File: config.mk
export PLATFORM = sky130hd
export DESIGN_NAME = reg_writeback_queue
export DESIGN_NICKNAME = d
export VERILOG_FILES = /design/src/rtl/reg_writeback_queue.sv
export SDC_FILE = /design/constraint.sdc
export NUM_CORES = 1
export LEC_CHECK = 0
export ABC_AREA = 1
export CAP_MARGIN = 20
export CORE_ASPECT_RATIO = 0.9
export CORE_MARGIN = 1
export CORE_UTILIZATION = 35
export DETAILED_ROUTE_END_ITERATION = 12
export GPL_TIMING_DRIVEN = 0
export HOLD_SLACK_MARGIN = 0.03
export PLACE_DENSITY = 0.62
export SLEW_MARGIN = 20
export SYNTH_ARGS = -nofsm -noshare
export SYNTH_HDL_FRONTEND = slang
export SYNTH_SLANG_ARGS = --single-unit
File: constraint.sdc
create_clock -name clk -period 4.45 [get_ports clk]
set_clock_uncertainty 0.15 [all_clocks]
set_input_delay 0.89 -clock clk [delete_from_list [all_inputs] [get_ports clk]]
set_output_delay 0.89 -clock clk [all_outputs]
set_load 0.1 [all_outputs]
File: src/rtl/reg_writeback_queue.sv
// Writeback queue in front of the register file's single write port.
// Buffers rd/data pairs in FIFO order and forwards the youngest pending value to two lookup ports.
module reg_writeback_queue #(
  parameter int DEPTH = 4,
  parameter int XLEN  = 32,
  parameter int AW    = 5
) (
  input  logic                   clk,
  input  logic                   rst,
  input  logic                   in_valid,
  output logic                   in_ready,
  input  logic [AW-1:0]          in_rd,
  input  logic [XLEN-1:0]        in_data,
  input  logic                   hold,
  output logic                   rf_we,
  output logic [AW-1:0]          rf_addr,
  output logic [XLEN-1:0]        rf_wdata,
  input  logic [AW-1:0]          q1_addr,
  output logic                   q1_hit,
  output logic [XLEN-1:0]        q1_data,
  input  logic [AW-1:0]          q2_addr,
  output logic                   q2_hit,
  output logic [XLEN-1:0]        q2_data,
  output logic [$clog2(DEPTH):0] count,
  output logic                   empty,
  output logic                   full
);

  localparam int PW = $clog2(DEPTH);
  localparam int CW = PW + 1;

  typedef struct packed {
    logic            hit;
    logic [XLEN-1:0] data;
  } lookup_t;

  logic [AW-1:0]   rd_q    [DEPTH];
  logic [XLEN-1:0] data_q  [DEPTH];
  logic [DEPTH-1:0] valid_q;
  logic [PW-1:0]   head;
  logic [PW-1:0]   tail;

  logic push;
  logic enq;
  logic pop;

  // Status and handshake depend on registered state only, so a full queue never accepts
  // even when it is draining in the same cycle.
  assign empty    = (count == '0);
  assign full     = (count == CW'(DEPTH));
  assign in_ready = !full;

  // Writes to x0 complete the handshake but are never stored.
  assign push = in_valid && in_ready;
  assign enq  = push && (in_rd != '0);

  assign rf_we    = !empty && !hold;
  assign pop      = rf_we;
  assign rf_addr  = empty ? '0 : rd_q[head];
  assign rf_wdata = empty ? '0 : data_q[head];

  always_ff @(posedge clk) begin
    if (rst) begin
      head    <= '0;
      tail    <= '0;
      count   <= '0;
      valid_q <= '0;
    end else begin
      // NOTE: enq and pop never touch the same slot: enq needs !full, and with head==tail
      // a nonempty queue is full, so both updates can sit side by side here.
      if (enq) begin
        valid_q[tail] <= 1'b1;
        tail          <= tail + 1'b1;
      end
      if (pop) begin
        valid_q[head] <= 1'b0;
        head          <= head + 1'b1;
      end
      unique case ({enq, pop})
        2'b10:   count <= count + 1'b1;
        2'b01:   count <= count - 1'b1;
        default: count <= count;
      endcase
    end
  end

  // NOTE: the payload array is deliberately left out of reset; valid_q and the empty mux
  // keep stale contents from ever reaching an output.
  always_ff @(posedge clk) begin
    if (enq) begin
      rd_q[tail]   <= in_rd;
      data_q[tail] <= in_data;
    end
  end

  // Scans from head (oldest) to tail (youngest); later matches overwrite earlier ones.
  function automatic lookup_t lookup(input logic [AW-1:0] addr);
    lookup_t       r;
    logic [PW-1:0] idx;
    r.hit  = 1'b0;
    r.data = '0;
    for (int i = 0; i < DEPTH; i++) begin
      idx = head + PW'(i);
      if (valid_q[idx] && (rd_q[idx] == addr) && (addr != '0)) begin
        r.hit  = 1'b1;
        r.data = data_q[idx];
      end
    end
    return r;
  endfunction

  lookup_t l1;
  lookup_t l2;

  always_comb begin
    l1 = lookup(q1_addr);
    l2 = lookup(q2_addr);
  end

  assign q1_hit  = l1.hit;
  assign q1_data = l1.data;
  assign q2_hit  = l2.hit;
  assign q2_data = l2.data;

endmodule

==> metrics.cfg <==
[layout]
drive_gt1_share_pct=14.0
multiInputGateArea_um2=6970
final_nets=2220
num-fill-cells=3636
seq_area_um2=4710
postLayoutCellArea_um2=16500
area_delta_synth_final_pct=27.4
diodes=0

[timing]
finalHoldViolations=0
setup_viol=1
rsz0062_at_grt=false
worst_slack_ns=-0.00955
slew_headroom_pct=35.1
final.min_clock_period_ns=4.46
worst_slew_pin_slew_ns=0.977
period_share_pct=100
fmax_mhz=224
maxSlewViolCount=0

[synthesis]
syn_nets=2023
ys_types=37
async_flop_share_pct=0
ys_seq_elements=161
synth_area_leaders=edfxtp_1 34%, nand2_1 16%, nor2_1 10%, o21ai_0 8.6%, inv_1 5.3%
synthCells=1962
ys_seq_area_share_pct=36.4
syn_avg_cell_area_um2=6.59
yosys.area.top_type=edfxtp_1
synthTopCellsByCount=547 x nand2_1, 359 x nor2_1, 223 x o21ai_0, 183 x inv_1, 148 x edfxtp_1
netlist_area_um2=12900
yosysTopAreaCellShare_pct=34.4
ys_warn_count=0
synth-main-ff-cell=edfxtp_1
synth-edff-count=148
yosysMostFrequentCell=nand2_1

[pwr]
p_comb_share_pct=74.6
p_per_area_nw_per_um2=820
switchingPower_mw=8.54
ir_drop_uv=507
sw_frac_of_total_pct=63.2
p_leak_nw=7.37
clkPwrFrac_pct=11.1
p_int_mw=4.96
power_frac_seq_pct=14.3

[worst_setup_path]
cp_num_cells=7
crit_chain=inv_2 -> buf_6 -> clkbuf_1 -> nor2_1 -> o22a_1 -> nor2_1 -> dlygate4sd2_1
crit_buf_inv=4
slowest_delay_ns=0.90
start_kind=flop
worstPathRequired_ns=3.41
path_common_cell=nor2_1
reg2reg_depth=9
crit_slowest_cell=dlygate4sd2_1
cp_max_fo=10
arrival_ns=3.42
path_class=reg2out
end_kind=output port
worst-r2r-setup-slack_ns=1.83
critPathTopFamily=buffers and inverters

[route]
drtAntennaViolNets=0
wire_per_inst_um=21.7
drc=0
drt_iter0_markers=1934
firstDrtPassIters=6
vias=14900
totalWireLength_um=57500
viasPerCell=5.63

[grt]
grt_pass1_vias=13700
grt_max_degree=19
antenna_found_initial=0
grt_usage_pct=30.4
grt_overflow=0
grt_pass1_wl_um=84400

[outcome]
outcome=finished with violations
violations=negative setup slack

[placed_design]
dpl.hpwl_um=42600
gp_congestion=1.02
port_buffers=158
placed_cell_area_um2=15400
place_ws_ns=-1.92

[clock_network]
htreeDepth=4
cts.hold.buffers_added=0
clock_latency_ns=0.46
cts_sinks=161
root_buffer=clkbuf_16
clk_pin_slew_ns=0.07
cts_tree=done
clock_path_buffers=2
numCtsBuffers=17

[die]
die-area_um2=37700
die_w_um=205
start_util_pct=35.6
core_um2=36300
dieHeight_um=184
ioPinCount=161
rows=66

[hold_path]
worstHoldPathType=reg2reg
min_path_cells=2

[flow_run]
drv_cap=0

worst paths after layout:
kind | start | end
worst max-delay path | flop | rf_wdata[1]
worst min-delay path | valid_q[3]$_SDFF_PP0_ | valid_q[3]$_SDFF_PP0_
worst max register to register | count[0]$_SDFFE_PP0P_ | count[2]$_SDFFE_PP0P_
worst min register to register | valid_q[3]$_SDFF_PP0_ | valid_q[3]$_SDFF_PP0_
final cells by class:
class	instances	area share, %
Multi-Input combinational cell	1480	42.3
Inverter	189	4.45
Clock buffer	17	2.58
Tap cell	476	3.62
Sequential cell	161	28.6
Buffer	127	5.18
Clock inverter	15	0.965
Timing Repair Buffer	183	12.3
power groups by stage:
stage | Combinational (mW) | Sequential [mW] | Clock [mW]
CTS | 9.74 | 1.92 | 1.50
detailed placement | 9.62 | 1.95 | 0
finish | 10.1 | 1.93 | 1.49
global placement | 9.50 | 1.97 | 0
floorplan | 6.72 | 2.01 | 0
global route | 10.5 | 1.95 | 1.56
metal layers:
metal	track usage, %	part of all wire (%)	up-vias	wire [um]
li1	-	-	6817	-
met1	41.6	41	6911	23700
met2	45.1	43	1034	24500
met3	7.48	12	144	7060
met4	13.5	3.8	0	2190
met5	0	0	-	0
repair_timing:
item	in CTS	in global routing
pin swaps	10	10
setup buffers	10	5
resized for setup	527	101
endpoints found under the setup margin	98	83
cloned	2	0
tightest hold or removal path: cells and delay by family, from the launching register on:
family           cells  cell delay, ns
flip-flops           1            0.32
AND/OR/NAND/NOR      1            0.10
AO/OA/AOI/OAI        1            0.05
cells by family (layout without fill, tap and decap cells):
kind of cell / Yosys count / count (layout) / share of synthesized area [%]
adder cells (fa/ha/maj): 10 / 10 / 1.03
AO/OA/AOI/OAI: 411 / 411 / 17.7
buffers and inverters: 321 / 531 / 11.4
AND/OR/NAND/NOR: 1056 / 1056 / 33.3
XOR/XNOR: 3 / 3 / 0.203
flip-flops: 161 / 161 / 36.4
state kept, by name, summed over array words and instances, names as in the netlist, named ones only:
register / cells
tail: 2
rd_q: 20
head: 2
count: 3
data_q: 128
valid_q: 4
cell usage in the layout (no fill, tap or decap), types with 3 or more instances in the layout:
cell             instances
nand2_1                539
nor2_1                 349
o21ai_0                222
inv_1                  180
edfxtp_1               148
nand3_1                 94
a21oi_1                 81
clkdlybuf4s50_1         54
buf_4                   53
buf_6                   48
buf_2                   36
o22a_1                  31
clkbuf_1                31
o21ai_1                 23
a32oi_1                 21
clkbuf_2                20
a21oi_2                 19
clkbuf_16               18
dlygate4sd2_1           17
nand4_1                 15
buf_8                   14
buf_12                  12
nand3b_1                11
nand2_2                 11
dfxtp_1                 11
nor2_2                  10
nor2_4                  10
buf_16                  10
nand3_2                  9
ha_1                     8
a211oi_1                 7
buf_1                    7
inv_2                    5
inv_6                    4
dlymetal6s2s_1           4
xor2_1                   3
a21oi_4                  3
clkinvlp_4               3
clkinv_4                 3
metrics by stage:
stage	TNS, ns	instances	hold slack, ns	power [mW]	util (%)
floorplan	0	1962	0.334	8.72	-
finish	-0.00955	2648	0.368	13.5	45.4
global placement	-322.64	2596	0.352	11.5	41.9
detailed placement	-113.32	2604	0.354	11.6	42.6
global route	0	2648	0.399	14.0	45.4
CTS	0	2647	0.367	13.2	44.9
No activity file was read; power rests on OpenSTA's default activity.
